--- config.mk ---
export PLATFORM = sky130hd
export DESIGN_NAME = cache_mem_arbiter
export DESIGN_NICKNAME = d
export VERILOG_FILES = /design/src/rtl/cache_arb_pkg.sv /design/src/rtl/arb_starve_ctr.sv /design/src/rtl/cache_mem_arbiter.sv
export SDC_FILE = /design/constraint.sdc
export NUM_CORES = 1
export LEC_CHECK = 0
export CAP_MARGIN = 40
export CORE_AREA = 2 2 285 287
export DETAILED_ROUTE_END_ITERATION = 10
export DIE_AREA = 0 0 287 289
export MAX_ROUTING_LAYER = met4
export PLACE_DENSITY_LB_ADDON = 0.12
export SLEW_MARGIN = 20
export SYNTH_ARGS = -nofsm -noshare
export SYNTH_HDL_FRONTEND = slang
export SYNTH_SLANG_ARGS = --single-unit
--- constraint.sdc ---
create_clock -name clk -period 6.85 [get_ports clk]
set_clock_uncertainty 0.1 [all_clocks]
set_input_delay 1.7125 -clock clk [delete_from_list [all_inputs] [get_ports clk]]
set_output_delay 1.7125 -clock clk [all_outputs]
set_load 0.02 [all_outputs]
--- src/rtl/cache_arb_pkg.sv ---
// Shared types and default widths for the cache-to-memory arbiter and its clients.
package cache_arb_pkg;

    localparam int unsigned CACHE_ADDR_W = 28;
    localparam int unsigned CACHE_DATA_W = 128;
    localparam int unsigned STARVE_CNT_W = 4;

    typedef enum logic [2:0] {
        IDLE,
        GNT_I,
        GNT_D,
        RESP_I,
        RESP_D
    } arb_state_t;

    typedef enum logic [1:0] {
        OWN_NONE,
        OWN_I,
        OWN_D
    } owner_t;

endpackage

--- src/rtl/arb_starve_ctr.sv ---
// Saturating count of D grants taken while the I-cache is kept waiting.
module arb_starve_ctr
    import cache_arb_pkg::*;
#(
    parameter int unsigned LIMIT = 4
) (
    input  logic clk,
    input  logic rst_n,
    input  logic inc,
    input  logic clr,
    output logic at_limit
);

    localparam logic [STARVE_CNT_W-1:0] LIMIT_V = STARVE_CNT_W'(LIMIT);

    logic [STARVE_CNT_W-1:0] count_q;

    always_ff @(posedge clk) begin
        if (!rst_n) begin
            count_q <= '0;
        end else if (clr) begin
            count_q <= '0;
        end else if (inc && (count_q != LIMIT_V)) begin
            count_q <= count_q + 1'b1;
        end
    end

    assign at_limit = (count_q == LIMIT_V);

endmodule

--- src/rtl/cache_mem_arbiter.sv ---
// Serializes I-cache fills and D-cache fills/write-backs onto one memory port,
// D first, with a starvation guard that eventually forces the I-cache through.
module cache_mem_arbiter
    import cache_arb_pkg::*;
#(
    parameter int unsigned ADDR_W       = CACHE_ADDR_W,
    parameter int unsigned DATA_W       = CACHE_DATA_W,
    parameter int unsigned STARVE_LIMIT = 4
) (
    input  logic              clk,
    input  logic              rst_n,
    input  logic              i_mem_read,
    input  logic [ADDR_W-1:0] i_mem_addr,
    output logic [DATA_W-1:0] i_mem_rdata,
    output logic              i_mem_ready,
    input  logic              d_mem_read,
    input  logic              d_mem_write,
    input  logic [ADDR_W-1:0] d_mem_addr,
    input  logic [DATA_W-1:0] d_mem_wdata,
    output logic [DATA_W-1:0] d_mem_rdata,
    output logic              d_mem_ready,
    output logic              mem_read,
    output logic              mem_write,
    output logic [ADDR_W-1:0] mem_addr,
    output logic [DATA_W-1:0] mem_wdata,
    input  logic [DATA_W-1:0] mem_rdata,
    input  logic              mem_ready,
    output logic              busy
);

    arb_state_t        state_q, state_d;
    owner_t            grant;
    logic              d_req;
    logic              at_limit;
    logic              starve_inc, starve_clr;
    logic [ADDR_W-1:0] req_addr_q;
    logic [DATA_W-1:0] req_wdata_q;
    logic              req_write_q;
    logic [DATA_W-1:0] rdata_q;

    assign d_req = d_mem_read | d_mem_write;

    always_comb begin
        state_d = state_q;
        grant   = OWN_NONE;
        case (state_q)
            IDLE: begin
                // D wins unless I is pending and has already waited out its budget
                if (d_req && !(i_mem_read && at_limit)) begin
                    grant   = OWN_D;
                    state_d = GNT_D;
                end else if (i_mem_read) begin
                    grant   = OWN_I;
                    state_d = GNT_I;
                end
            end
            GNT_I:   if (mem_ready) state_d = RESP_I;
            GNT_D:   if (mem_ready) state_d = RESP_D;
            RESP_I:  state_d = IDLE;
            RESP_D:  state_d = IDLE;
            default: state_d = IDLE;
        endcase
    end

    assign starve_inc = (grant == OWN_D) && i_mem_read;
    assign starve_clr = (grant == OWN_I) || ((state_q == IDLE) && !i_mem_read);

    arb_starve_ctr #(
        .LIMIT (STARVE_LIMIT)
    ) u_starve (
        .clk      (clk),
        .rst_n    (rst_n),
        .inc      (starve_inc),
        .clr      (starve_clr),
        .at_limit (at_limit)
    );

    always_ff @(posedge clk) begin
        if (!rst_n) begin
            state_q     <= IDLE;
            req_addr_q  <= '0;
            req_wdata_q <= '0;
            req_write_q <= 1'b0;
            rdata_q     <= '0;
        end else begin
            state_q <= state_d;
            case (grant)
                OWN_I: begin
                    req_addr_q  <= i_mem_addr;
                    req_write_q <= 1'b0;
                end
                OWN_D: begin
                    // read+write together collapse into a single write-back
                    req_addr_q  <= d_mem_addr;
                    req_write_q <= d_mem_write;
                    if (d_mem_write) req_wdata_q <= d_mem_wdata;
                end
                default: ;
            endcase
            if (((state_q == GNT_I) || (state_q == GNT_D)) && mem_ready) begin
                rdata_q <= mem_rdata;
            end
        end
    end

    assign mem_read    = (state_q == GNT_I) || ((state_q == GNT_D) && !req_write_q);
    assign mem_write   = (state_q == GNT_D) && req_write_q;
    assign mem_addr    = req_addr_q;
    assign mem_wdata   = req_wdata_q;
    assign i_mem_ready = (state_q == RESP_I);
    assign d_mem_ready = (state_q == RESP_D);
    assign i_mem_rdata = rdata_q;
    assign d_mem_rdata = rdata_q;
    assign busy        = (state_q != IDLE);

endmodule

# Word level (Yosys, flattened, before mapping)
# Index checks and enable logic that the tools add are counted.
totals:
  out_inout_bits: 417
  word_cells: 50
  register_bits: 292
  input_bits: 318
classes:
  n_reduce_logical: 20
  eq_ne: 11
  add_sub_neg: 1
  bitwise: 2
  muxes: 10
ops:
  columns: ["cell", "count"]
  rows:
  - ["28-bit one-hot mux with 2 select lines", 1]
  - ["3-bit two-way mux", 4]
  - ["3-bit one-hot mux with 3 select lines", 1]
  - ["1-bit logical AND", 8]
  - ["3-bit by 2-bit == test with 1-bit output (second input constant)", 2]
  - ["4-bit by 1-bit adder with 4-bit output (second input constant)", 1]
  - ["4-bit by 3-bit == test with 1-bit output (second input constant)", 1]
  - ["2-bit two-way mux", 2]
  - ["2-bit != test (second input constant)", 2]
  - ["4-bit by 3-bit != test with 1-bit output (second input constant)", 1]
  - ["3-bit by 1-bit == test with 1-bit output (second input constant)", 1]
  - ["3-bit == test (second input constant)", 1]
  - ["1-bit zero test", 3]
  - ["3-bit zero test", 1]
  - ["1-bit logical OR", 3]
  - ["3-bit != test (second input constant)", 1]
  - ["3-bit AND reduction", 1]
  - ["3-bit nonzero test", 1]
  - ["2-bit by 1-bit == test with 1-bit output (second input constant)", 1]
  - ["2-bit == test (second input constant)", 1]
  - ["1-bit one-hot mux with 2 select lines", 1]
  - ["2-bit AND reduction", 1]
  - ["2-bit nonzero test", 1]
  - ["2-bit OR reduction", 1]
  - ["other kinds (3)", 3]

# Depth between registers and ports, before layout
# Gate-level depths: netlist (run 1).
logic_depth:
  word_depth: 9
  ltp_mapped: 11
  ltp_nobuf: 9

# Modules after synthesis
# From an unflattened synthesis (run 1), not the netlist that was laid out.
hier_totals:
  cells_unflattened: 1457
  hier_area_um2: 12654.6
modules_own_cells:
  columns: ["module", "seq_area_each_um2", "n_inst", "cells_per_inst", "area_each_um2"]
  rows:
  - ["cache_mem_arbiter", 5765.5, 1, 1431, 12450.7]
  - ["arb_starve_ctr", 80.1, 1, 26, 203.9]

# Worst setup path before layout (run 1)
# Ideal clock, no wire load.
synth_path:
  path_kind: "input to register"
  start: "input port i_mem_read"
  end: "register req_addr_q[8], in the netlist mem_addr[8]"
  t_required_ns: 6.635
  setup_ns: 0.115
  n_path_buf: 2
  arrival_time_ns: 3.077
  cell_stages: 9
  setup_slack_ns: 3.558
  cell_sequence: "nand4b_1 -> o21ai_0 -> nor2_1 -> ha_1 -> buf_4 -> buf_2 -> mux2i_1 -> o21ai_0 -> and2_1"
synth_between:
  elab_chain_len: 7
  elab_cells_between_ends: 10
  cone_classes: "eq/ne (2); mux (4); reduce/logical (4)"
synth_lines:
  columns: ["item", "line_no", "source"]
  rows:
  - ["from (decl)", "cache_mem_arbiter.sv:12", "input logic i_mem_read,"]
  - ["1-bit logical AND", "cache_mem_arbiter.sv:49", "if (d_req && !(i_mem_read && at_limit)) begin"]
  - ["1-bit zero test", "cache_mem_arbiter.sv:49", null]
  - ["1-bit logical AND", "cache_mem_arbiter.sv:49", null]
  - ["2-bit two-way mux *", "cache_mem_arbiter.sv:49", null]
  - ["2-bit two-way mux *", "cache_mem_arbiter.sv:46", "case (state_q)"]
  - ["2-bit == test / 2-bit by 1-bit == test with 1-bit output (equally long branches)", "cache_mem_arbiter.sv:87", "case (grant)"]
  - ["28-bit one-hot mux with 2 select lines / 2-bit nonzero test (equally long branches)", null, null]
  - ["to (signal assigned)", "cache_mem_arbiter.sv:89", "req_addr_q <= i_mem_addr;"]
  - ["to (signal assigned)", "cache_mem_arbiter.sv:94", "req_addr_q <= d_mem_addr;"]
  - ["to (decl)", "cache_mem_arbiter.sv:36", "logic [ADDR_W-1:0] req_addr_q;"]
# Mark *: on every way between the ends. The rest lies on a longest branch, timed or not.
# A chain may end at the register's enable or synchronous reset.

# Worst setup path after layout (run 1)
layout_path:
  start: "register state_q[0]"
  end: "output port mem_read"
layout_between:
  elab_chain_len: 3
  elab_cells_between_ends: 4
  cone_classes: "eq/ne (2); reduce/logical (2)"
layout_lines:
  columns: ["item", "line_no", "source"]
  rows:
  - ["from (decl)", "cache_mem_arbiter.sv:31", "arb_state_t state_q, state_d;"]
  - ["from (signal assigned)", "cache_mem_arbiter.sv:86", "state_q <= state_d;"]
  - ["3-bit by 2-bit == test with 1-bit output", "cache_mem_arbiter.sv:106", "assign mem_read = (state_q == GNT_I) || ((state_q == GNT_D) && !req_write_q);"]
  - ["1-bit logical AND", "cache_mem_arbiter.sv:106", null]
  - ["1-bit logical OR *", "cache_mem_arbiter.sv:106", null]
  - ["to (decl)", "cache_mem_arbiter.sv:22", "output logic mem_read,"]
# Marks and branches as above.

==> impl_metrics.csv, run 1 <==
group,metric,value,unit
run_status,outcome,"completed",
sta,post-route-min-period,4.29,ns
critical_path,endpoint_kind,"output pin",
power_and_ir_drop,power.density,269,nW/µm²
route,drt-pass1-iter-count,5,
synth,synth_cell_types,41,
clock_tree,postCtsSetupRepairBufs,0,
placement,gp_congestion,0.786,
clock_tree,hold_buffers,0,
critical_path,start_kind,"register",
clock_tree,cts_sinks,292,
route,viasPerCell,3.91,
synth,synth_fp_nets,1817,
synth,synthFlopType,"dfxtp_1",
synth,ys_ff_latch,292,
synth,syn_avg_cell_area,8.68,µm²
synth,synth_top_cell_area_share,45.1,%
synth,yosysTopAreaCell,"dfxtp_1",
sta,hold_violations,0,
critical_path,critPathRequiredTime,5.04,ns
floorplan,core_area,79900,µm²
critical_path,path_class,"reg -> out",
route,drt_iter0_drc,471,
power_and_ir_drop,leakagePower,7.36,nW
clock_tree,clock_path_buffers,3,
synth,netlist_top_cells_area,"dfxtp_1 (45%), nand2_1 (8.4%), a21boi_0 (7.9%)",
route,vias,12200,
critical_path,crit_arrival,2.48,ns
synth,ys_top_cells_by_count,"dfxtp_1 (292), nand2_1 (289), o21ai_0 (163)",
synth,synthAdderAreaFrac,0.482,%
clock_tree,numCtsBuffers,40,
synth,seq_area_frac_synth,45.1,%
sta,slew_viol_final,0,
floorplan,num_rows,104,
sta,setup_viol,0,
sta,holdWs,0.362,ns
placement,portBuffers,734,
placement,place_hpwl,42100,µm
global_routing,grt_max_degree,157,
sta,max_freq,233,MHz
synth,synth_edf_count,0,
sta,post-route-period-util,62.7,%
floorplan,die_h,289,µm
synth,yosys.area_share.simple,16.1,%
clock_tree,clock-root-buffer,"clkbuf_16",
flow_run,maxCapViolations,0,
floorplan,die_area,82900,µm²
route,drc_errors,0,
floorplan,io_pins,735,
clock_tree,clock_latency,0.55,ns
sta,worstMarginPinSlew,0.865,ns
clock_tree,clk_pin_slew_worst_paths,0.05,ns
route,ant_nets,0,
critical_path,cp_max_fo,13,
synth,synthesis.area,13000,µm²
synth,syn_inst,1494,
synth,ys_warn_count,0,
route,wl_per_cell,18.5,µm
power_and_ir_drop,p_seq_share,34.7,%
sta,rsz0062_at_grt,"false",
synth,synth_compound_area_share,21.7,%
synth,synthMuxAreaShare,2.16,%
min_path,hold_path_class,"reg -> reg",
global_routing,antenna_found_initial,8,
synth,synth-xor-area-share,0.193,%
power_and_ir_drop,p_clk_share,35.5,%
power_and_ir_drop,combPwrFrac,29.7,%
power_and_ir_drop,p_sw_share,32.8,%
cells_and_area,layout-drive-gt1-share,4.37,%
cells_and_area,area_delta_synth_final,65.5,%
power_and_ir_drop,power_switching,1.89,mW
route,wl,57800,µm
floorplan,start_util,16.2,%
global_routing,overflow,0,
cells_and_area,final_nets,2358,
global_routing,grtUsageTotal,13.5,%
synth,synth_top_family_by_area,"compound AO/OA/AOI/OAI gates",
global_routing,grt_pass1_wl,81900,µm
clock_tree,htreeDepth,2,
global_routing,grt_pass1_vias,12100,
power_and_ir_drop,p_int,3.87,mW
cells_and_area,stdcell_count,3128,
power_and_ir_drop,vdd_drop_max,0.150,mV
floorplan,die_w,287,µm
clock_tree,cts_tree,"yes",
synth,synth-async-reset-ratio,0,%
clock_tree,cts-resized-gates,0,
sta,tns,0,ns
power_and_ir_drop,p_total,5.77,mW
placement,place_inst,3052,
sta,slew_headroom,42.3,%
synth,yosysMostFrequentCell,"dfxtp_1",
## worst max-delay path, stage by stage (launching register included)
cell	delay (ns)
dfxtp_1	0.73
or2b_2	0.35
a21oi_1	0.16
clkdlybuf4s50_1	0.69
## per-layer routing
metal	part of all wire, %	up-vias	global-route usage, %	routed length [µm]
met2	51	454	23.2	29200
met4	1.9	0	3.41	1080
met5	0	-	-	0
met3	8.6	60	4.75	4980
li1	-	5987	-	-
met1	39	5737	14.8	22500
## per-stage QoR
stage                     instance area [µm²]  utilization [%]  setup slack (ns)
after floorplan                         13000                -              3.56
after global placement                  20000             25.1              2.22
after detailed placement                20100             25.2              2.27
after CTS                               21400             26.8              2.48
after global routing                    21500             26.9              2.40
final                                   21500             26.9              2.56
## registers in the layout (all words and copies together), names as in the netlist
name and count:
d_mem_rdata 128, state_q 3, req_write_q 1, mem_wdata 128, mem_addr 28, u_starve.count_q 4
## final cells by class
type / count / area [µm²]
clock buffer: 59 / 1170
inverter: 6 / 22.5
tap: 1060 / 1330
timing repair buffer: 754 / 7660
sequential: 292 / 5850
multi-input combinational: 941 / 5320
antenna: 9 / 22.5
fill: 8534 / 58400
clock inverter: 7 / 90.1
## worst paths after layout
path | from | end | slack [ns] | cells past startpoint
setup reg to reg | state_q[1]$_SDFFE_PN0P_ | mem_wdata[26]$_SDFFE_PN0P_ | 3.81 | 9
hold / removal | mem_wdata[1]$_SDFFE_PN0P_ | mem_wdata[1]$_SDFFE_PN0P_ | 0.36 | 2
setup / recovery | state_q[0]$_SDFFE_PN0P_ | mem_read | 2.56 | 3
hold reg to reg | mem_wdata[1]$_SDFFE_PN0P_ | mem_wdata[1]$_SDFFE_PN0P_ | 0.36 | 2
## power groups by stage
stage	clock [mW]	sequential (mW)	combinational [mW]
3_3_place_gp	0	2.03	1.70
4_1_cts	2.16	2.01	1.75
5_1_grt	2.21	2.03	1.85
2_1_floorplan	0	2.20	0.817
3_5_place_dp	0	2.04	1.74
6_report	2.05	2.00	1.71
## placed cells by master, fill, tap and decap left out, drive strengths merged, types with 2 or more instances in the layout
cell type | Yosys | routed
a21boi | 256 | 256
a21oi | 6 | 6
and2 | 32 | 32
and3 | 3 | 3
buf | 184 | 21
clkbuf | 71 | 59
clkdlybuf4s50 | 0 | 733
clkinv | 0 | 4
dfxtp | 292 | 292
diode | 0 | 9
ha | 5 | 5
inv | 6 | 8
mux2i | 28 | 28
nand2 | 289 | 289
nand3 | 132 | 132
nand3b | 2 | 2
nor2 | 4 | 4
nor2b | 3 | 3
nor3 | 3 | 3
o21ai | 164 | 164
## kinds of logic after synthesis
logic type | count (synthesis)
mux | 28
fa+ha+maj | 5
compound gates | 430
flops | 292
simple gates | 476
xor+xnor | 2
buf+inv | 261
Note: power is estimated with default switching activity, not from simulation.
==> run 2: changes to the inputs <==
--- a/config.mk
+++ b/config.mk
@@ -6,9 +6,9 @@
 export NUM_CORES = 1
 export LEC_CHECK = 0
 export CAP_MARGIN = 40
-export CORE_AREA = 2 2 285 287
+export CORE_AREA = 2 2 286 288
 export DETAILED_ROUTE_END_ITERATION = 10
-export DIE_AREA = 0 0 287 289
+export DIE_AREA = 0 0 288 290
 export MAX_ROUTING_LAYER = met4
 export PLACE_DENSITY_LB_ADDON = 0.12
 export SLEW_MARGIN = 20
==> constraint.sdc (replaced) <==
create_clock -name clk -period 3.5 [get_ports clk]
set_clock_uncertainty 0.1 [all_clocks]
set_input_delay 0.875 -clock clk [delete_from_list [all_inputs] [get_ports clk]]
set_output_delay 0.875 -clock clk [all_outputs]
set_load 0.02 [all_outputs]
==> impl_metrics.csv, run 2 (synthesis results as in run 1) <==
group,metric,value,unit
critical_path,critPathBufInv,1,
critical_path,start_kind,"register",
floorplan,die_w,288,µm
sta,hold_violations,0,
route,drc_errors,0,
power_and_ir_drop,p_total,11.6,mW
global_routing,grt_max_degree,129,
power_and_ir_drop,power.density,532,nW/µm²
power_and_ir_drop,leakagePower,7.51,nW
global_routing,grt_pass1_vias,12600,
global_routing,overflow,0,
critical_path,cp_slowest_cell,"dfxtp_1",
clock_tree,clock_latency,0.55,ns
route,drt-pass1-iter-count,5,
route,wl_per_cell,18.6,µm
cells_and_area,area_delta_synth_final,67.6,%
route,viasPerCell,3.95,
global_routing,grtUsageTotal,14.0,%
sta,rsz0062_at_grt,"false",
sta,slew_viol_final,0,
placement,place_inst,3070,
sta,post-route-period-util,95.9,%
min_path,hold_path_class,"reg -> reg",
flow_run,maxCapViolations,0,
route,drt_iter0_drc,406,
sta,worstMarginPinSlew,0.714,ns
clock_tree,numCtsBuffers,41,
cells_and_area,layout-drive-gt1-share,5.62,%
floorplan,core_area,80200,µm²
clock_tree,clk_pin_slew_worst_paths,0.05,ns
route,vias,12400,
placement,gp_congestion,0.758,
cells_and_area,fillCellCount,8652,
floorplan,die_area,83500,µm²
clock_tree,clock-root-buffer,"clkbuf_16",
route,ant_nets,0,
critical_path,path_delay_family,"flip-flops",
critical_path,endpoint_kind,"output pin",
route,wl,58800,µm
sta,max_freq,298,MHz
placement,place_hpwl,43900,µm
clock_tree,cts_tree,"yes",
critical_path,path_class,"reg -> out",
sta,post-route-min-period,3.36,ns
global_routing,antenna_found_initial,12,
clock_tree,clock_path_buffers,3,
clock_tree,cts_sinks,292,
critical_path,slowest_delay,0.70,ns
floorplan,start_util,16.2,%
critical_path,critPathRequiredTime,2.52,ns
sta,setup_viol,0,
sta,holdWs,0.359,ns
cells_and_area,final_cell_mix,"clkdlybuf4s50_1 (733), dfxtp_1 (291), nand2_1 (288)",
cells_and_area,stdcell_count,3154,
critical_path,crit_arrival,2.38,ns
floorplan,io_pins,735,
cells_and_area,final_nets,2376,
global_routing,grt_pass1_wl,85800,µm
sta,tns,0,ns
run_status,outcome,"completed",
placement,portBuffers,734,
floorplan,num_rows,104,
clock_tree,htreeDepth,2,
floorplan,die_h,290,µm
power_and_ir_drop,vdd_drop_max,0.328,mV
critical_path,cp_max_fo,13,
critical_path,crit_path_cell_trace,"or2b_2 > a21oi_1 > clkdlybuf4s50_1",
cells_and_area,layout_commonest_cell,"clkdlybuf4s50_1",
sta,slew_headroom,52.4,%
[run 2: cell count changes in the layout (fill, tap and decap cells not counted), moves of 2 or more]
cell | previous run | this run
buf_4 | 10 | 22
buf_12 | 5 | 15
buf_16 | 5 | 0
clkbuf_1 | 9 | 6
clkinv_2 | 3 | 6
clkinvlp_4 | 0 | 3
bufinv_16 | 1 | 3
diode_2 | 9 | 11
[run 2: routing by layer]
layer  vias up  share of wire [%]  global-route usage [%]
met4         0                2.1                    3.55
li1       6048                  -                       -
met2       453                 51                    24.8
met5         -                  0                       -
met1      5876                 38                    14.9
met3        70                8.2                    4.41
[run 2: worst min-delay path: cells and delay by family, from the launching register on]
kind               cells  cell delay (ns)
DFF                    1             0.30
AOI/OAI and AO/OA      1             0.06
and+or+nand+nor        1             0.04
[run 2: worst paths after layout]
path                                                 start                         end  slack (ns)  cells past startpoint
worst max register to register     state_q[0]$_SDFFE_PN0P_   mem_addr[23]$_SDFFE_PN0P_        0.71                      8
worst min register to register  mem_wdata[18]$_SDFFE_PN0P_  mem_wdata[18]$_SDFFE_PN0P_        0.36                      2
worst max-delay path               state_q[0]$_SDFFE_PN0P_                    mem_read        0.14                      3
worst min-delay path            mem_wdata[18]$_SDFFE_PN0P_  mem_wdata[18]$_SDFFE_PN0P_        0.36                      2
[run 2: repair_timing]
action | CTS | global route
setup buffers | 0 | 0
hold buffers | 0 | 0
setup endpoints to repair | 1 | 0
gates resized for setup | 1 | 0
[run 2: report_power, final]
group | internal [mW] | switching (mW) | total [mW]
clock network | 2.60 | 1.66 | 4.26
logic | 1.55 | 1.82 | 3.38
registers | 3.66 | 0.256 | 3.92
[run 2: cell type report]
type,instances,area [µm²],area share [%]
repair buffers,771,7810,36.0
flip-flops and latches,292,5850,26.9
diodes,11,27.5,0.127
inverters,6,22.5,0.104
well taps,1060,1330,6.10
clock buffers,57,1190,5.46
clock inverters,16,189,0.870
multi-input cells,941,5320,24.5
[run 2: through the flow]
step           cell area, µm²  util, %  setup WS (ns)
4_1_cts                 21700     27.1         0.0554
5_1_grt                 21700     27.1         0.0103
6_report                21700     27.1          0.144
3_3_place_gp            20300     25.4          0.166
2_1_floorplan           13000        -           1.05
3_5_place_dp            20300     25.4         0.0471
==> run 3: changes to the inputs <==
--- a/config.mk
+++ b/config.mk
@@ -6,12 +6,14 @@
 export NUM_CORES = 1
 export LEC_CHECK = 0
 export CAP_MARGIN = 40
-export CORE_AREA = 2 2 286 288
+export CORE_AREA = 2 2 289 291
 export DETAILED_ROUTE_END_ITERATION = 10
-export DIE_AREA = 0 0 288 290
+export DIE_AREA = 0 0 291 293
+export DONT_BUFFER_PORTS = 1
 export MAX_ROUTING_LAYER = met4
 export PLACE_DENSITY_LB_ADDON = 0.12
 export SLEW_MARGIN = 20
 export SYNTH_ARGS = -nofsm -noshare
 export SYNTH_HDL_FRONTEND = slang
+export SYNTH_HIERARCHICAL = 1
 export SYNTH_SLANG_ARGS = --single-unit
==> impl_metrics.csv, run 3 <==
group,metric,value,unit
synth,seq_area_frac_synth,46.2,%
clock_tree,clk_pin_slew_worst_paths,0.06,ns
sta,slew_viol_final,0,
clock_tree,clock_path_buffers,3,
placement,postPlaceCellArea,12600,µm²
floorplan,io_pins,735,
power_and_ir_drop,leakagePower,4.89,nW
clock_tree,cts-resized-gates,0,
cells_and_area,final_cell_mix,"nand2_1 (543), dfxtp_1 (292), mux2i_1 (156)",
cells_and_area,fillCellCount,9198,
synth,netlist_top_cells_area,"dfxtp_1 (46%), nand2_1 (16%), mux2i_1 (12%)",
cells_and_area,area_delta_synth_final,9.74,%
flow_run,maxCapViolations,0,
cells_and_area,layout_commonest_cell,"nand2_1",
synth,ys_warn_count,6,
route,drc_errors,0,
synth,yosysTopAreaCell,"dfxtp_1",
global_routing,overflow,0,
critical_path,start_kind,"register",
route,wl_per_cell,18.2,µm
clock_tree,cts_sinks,292,
synth,synthFlopType,"dfxtp_1",
cells_and_area,final-seq-area,5850,µm²
global_routing,grt_pass1_vias,8896,
cells_and_area,multi_input_area,5220,µm²
power_and_ir_drop,power_switching,2.60,mW
synth,synth-async-reset-ratio,0,%
run_status,outcome,"completed",
synth,synth_fp_nets,1780,
clock_tree,cts_tree,"yes",
global_routing,grtUsageTotal,9.93,%
clock_tree,clock-root-buffer,"clkbuf_16",
synth,syn_avg_cell_area,8.69,µm²
placement,place_hpwl,30900,µm
clock_tree,hold_buffers,0,
route,wl,43500,µm
power_and_ir_drop,vdd_drop_max,0.257,mV
route,drt-pass1-iter-count,4,
clock_tree,clock_latency,0.55,ns
sta,post-route-period-util,79.2,%
global_routing,antenna_found_initial,1,
clock_tree,htreeDepth,2,
sta,hold_violations,0,
synth,synthesis.area,12700,µm²
critical_path,path_class,"reg -> out",
sta,post-route-min-period,2.77,ns
synth,synth_cell_types,34,
cells_and_area,final_nets,1610,
synth,syn_inst,1457,
sta,setup_viol,0,
placement,portBuffers,0,
floorplan,start_util,15.5,%
min_path,hold_path_class,"in -> reg",
power_and_ir_drop,p_total,8.97,mW
sta,tns,0,ns
route,vias,8826,
clock_tree,postCtsSetupRepairBufs,0,
critical_path,crit_path_cell_trace,"nand2b_4 > nor3b_1",
sta,slew_headroom,45.5,%
global_routing,grt_max_degree,417,
synth,ys_top_cells_by_count,"nand2_1 (544), dfxtp_1 (292), mux2i_1 (156)",
critical_path,critPathRequiredTime,2.52,ns
power_and_ir_drop,combPwrFrac,7.6,%
cells_and_area,final_cell_area,13900,µm²
power_and_ir_drop,power.density,646,nW/µm²
power_and_ir_drop,p_sw_share,29.0,%
route,drt_iter0_drc,319,
floorplan,die_w,291,µm
critical_path,crit_arrival,1.80,ns
synth,synth_top_cell_area_share,46.2,%
placement,gp_congestion,0.721,
floorplan,die_area,85300,µm²
sta,max_freq,361,MHz
floorplan,die_h,293,µm
critical_path,cp_max_fo,7,
floorplan,num_rows,105,
power_and_ir_drop,p_int,6.36,mW
critical_path,endpoint_kind,"output pin",
critical_path,slowest_delay,0.67,ns
cells_and_area,layout-drive-gt1-share,5.70,%
synth,ys_ff_latch,292,
synth,yosysMostFrequentCell,"nand2_1",
sta,rsz0062_at_grt,"false",
synth,synth_edf_count,0,
floorplan,core_area,81800,µm²
route,ant_nets,0,
route,viasPerCell,3.70,
power_and_ir_drop,p_clk_share,45.9,%
power_and_ir_drop,p_seq_share,46.5,%
sta,worstMarginPinSlew,0.815,ns
global_routing,grt_pass1_wl,62100,µm
critical_path,cp_slowest_cell,"nor3b_1",
clock_tree,numCtsBuffers,39,
[run 3: cell count changes after synthesis, moves of 3 or more]
cell,delta
a21boi_0,-50
clkbuf_8,-11
clkbuf_1,+8
nand3_1,-128
buf_2,-16
mux2i_1,+128
o21ai_0,-131
buf_6,-3
nand2b_1,+4
nand2_1,+255
a21boi_1,-78
clkbuf_2,-10
[run 3: power by group through the flow]
stage | registers (mW) | clock network [mW] | logic [mW]
after floorplan | 4.01 | 0 | 0.888
after global placement | 4.26 | 0 | 0.690
after detailed placement | 4.25 | 0 | 0.707
after CTS | 4.18 | 4.35 | 0.706
after global routing | 4.20 | 4.47 | 0.782
final | 4.17 | 4.11 | 0.686
[run 3: cells by family after synthesis]
logic type                 Yosys count  synth area share, %
DFF                                292                 46.2
AOI/OAI and AO/OA                  172                 9.59
muxes                              156                 12.3
adders and majority gates            5                0.494
and+or+nand+nor                    599                 18.8
buffers and inverters              233                 12.6
[run 3: area by class of cell]
type                       instances  share of cell area [%]
sequential                       292                    42.1
multi-input combinational        932                    37.6
tap                             1070                    9.64
clock buffer                      56                    7.78
clock inverter                    14                    1.53
timing repair buffer              14                    1.12
inverter                           8                   0.216
antenna                            1                  0.0180
[run 3: per-stage QoR]
step | instances | hold WS, ns | util (%) | setup WS, ns
after floorplan | 1457 | 0.340 | - | 1.05
after global placement | 2316 | 0.363 | 15.4 | 0.802
after detailed placement | 2316 | 0.358 | 15.4 | 0.738
after CTS | 2386 | 0.282 | 17.0 | 0.614
after global routing | 2387 | 0.306 | 17.0 | 0.410
final | 2387 | 0.337 | 17.0 | 0.727
[run 3: layer usage]
layer  part of all wire (%)  vias to the layer above  GRT usage, %  wire length [µm]
li1                       -                     4230             -                 -
met1                     37                     4080          9.92             16000
met2                     49                      437          16.7             21300
met3                     11                       79          4.74              4730
met4                    3.4                        0          4.01              1470
met5                      0                        -             -                 0
[run 3: final timing paths]
kind	startpoint	to	slack, ns	depth (start not counted)
worst max register to register	u_starve/count_q[0]$_SDFFE_PP0P_	mem_wdata[80]$_SDFFE_PN0P_	0.75	12
worst min register to register	u_starve/count_q[3]$_SDFFE_PP0P_	u_starve/count_q[3]$_SDFFE_PP0P_	0.38	2
worst max-delay path	state_q[1]$_SDFFE_PN0P_	mem_write	0.73	2
worst min-delay path	mem_ready	state_q[1]$_SDFFE_PN0P_	0.34	1
[run 3: worst max-delay path, delay by kind of cell (launching register included)]
kind / cells / cell delay (ns)
AND/OR/NAND/NOR: 2 / 0.78
flip-flops: 1 / 0.47
==> variant: new RTL, config.mk and constraints of run 3 <==
One comparison of `count_q` changes from == to >=.
--- a/src/rtl/arb_starve_ctr.sv
+++ b/src/rtl/arb_starve_ctr.sv
@@ -25,7 +25,7 @@
         end
     end
 
-    assign at_limit = (count_q == LIMIT_V);
+    assign at_limit = (count_q >= LIMIT_V);
 
 endmodule
 
Formal check against the unedited RTL: no difference found for any inputs over 4 cycles, from zero or initial values and one cycle with rst_n low; that may be too few to reach the edited logic, so the function may still have changed.
==> variant against run 3 <==
The flow now finishes with violations (slew limit). Synthesized cell count up 0.14%. Count of clock-buffer cells in the layout increased by 6. Power down 0.68%. Non-clock buffer count rose by 12. Maximum frequency rose by 2.8%. Routed wire length is 0.16% higher. Worst setup slack improved by 76 ps. Cell area increased by 1.3%. Core utilization rose by 0.22 points. Sequential cell count unchanged. Sequential power about the same. Register-to-register slack gained 60 ps. Synthesized area increased by 0.18%. Largest cell class unchanged. Largest power group unchanged.
==> variant: results (changes against run 3) <==
metric,value,unit,change
Worst Tran Pin Value,1900,ps,+1080 ps
RePlAce Congestion,0.725,,+0.58%
via-per-instance ratio,3.67,,-0.78%
hold path start,d_mem_wdata[119],,
WHS Endpoint,mem_wdata[119],,
Routed wire per std cell,18.1,um,-0.47%
Post-DP Area,0.0128,sq mm,+1.6%
Skew-Pair Late Insertion Delay,530,ps,-20 ps
routed metal-1 wirelength,14.9,mm,-6.7%
overall power,8910,uW,-0.68%
status,"finished, violations left",,
Switching Power,2580,uW,-1.1%
failing checks,slew limit,,
r2r startpoint,u_starve/count_q[3],,
"IR drop worst, VDD",0.266,mV,+3.6%
FF-to-FF path depth,9,,-3
post-DP HPWL,31.1,mm,+0.74%
sequential area share after synthesis,46.1,%,-0.082 points
layout cells sized above 1,6.77,%,+1.1 points
CP peak stage delay,470,ps,-200 ps
1st-iter DRT viols,322,,+0.94%
Critical Path AT,1720,ps,-80 ps
GR Util All Layers,9.95,%,+0.021 points
total CTS buffers,40,,+2.6%
r2r setup slk,810,ps,+60 ps
"Slew Viols, Final",190,,+190
Crit Reg-Reg Endpoint,mem_wdata[22],,
GRT met1 Usage,9.33,%,-0.59 points
hold path depth,2,,+1
M2 GR Usage,16.9,%,+0.20 points
==> variant: stage by stage <==
stage,hold slack (ps),std cells
detailed placement,413,2330
CTS,293,2400
global placement,413,2329
finish,357,2402
floorplan,378,1459
global route,316,2402
==> variant: area by class of cell <==
cell class | count | area [sq um]
fillers | 9162 | 67800
well taps | 1070 | 1340
repair buffers | 26 | 328
clock inverters | 8 | 93.8
inverters | 8 | 30.0
multi-input cells | 934 | 5250
clock buffers | 62 | 1170
diodes | 2 | 5.00
flip-flops and latches | 292 | 5850
==> variant: logic make-up (layout without fill, tap and decap cells) <==
| group | Yosys count | after routing | synth area share (%) |
|---|---|---|---|
| simple gates | 600 | 600 | 18.8 |
| flops | 292 | 292 | 46.1 |
| buf+inv | 233 | 104 | 12.6 |
| compound gates | 173 | 173 | 9.64 |
| mux | 156 | 156 | 12.3 |
| fa+ha+maj | 5 | 5 | 0.493 |
| other cells | 0 | 2 | 0 |
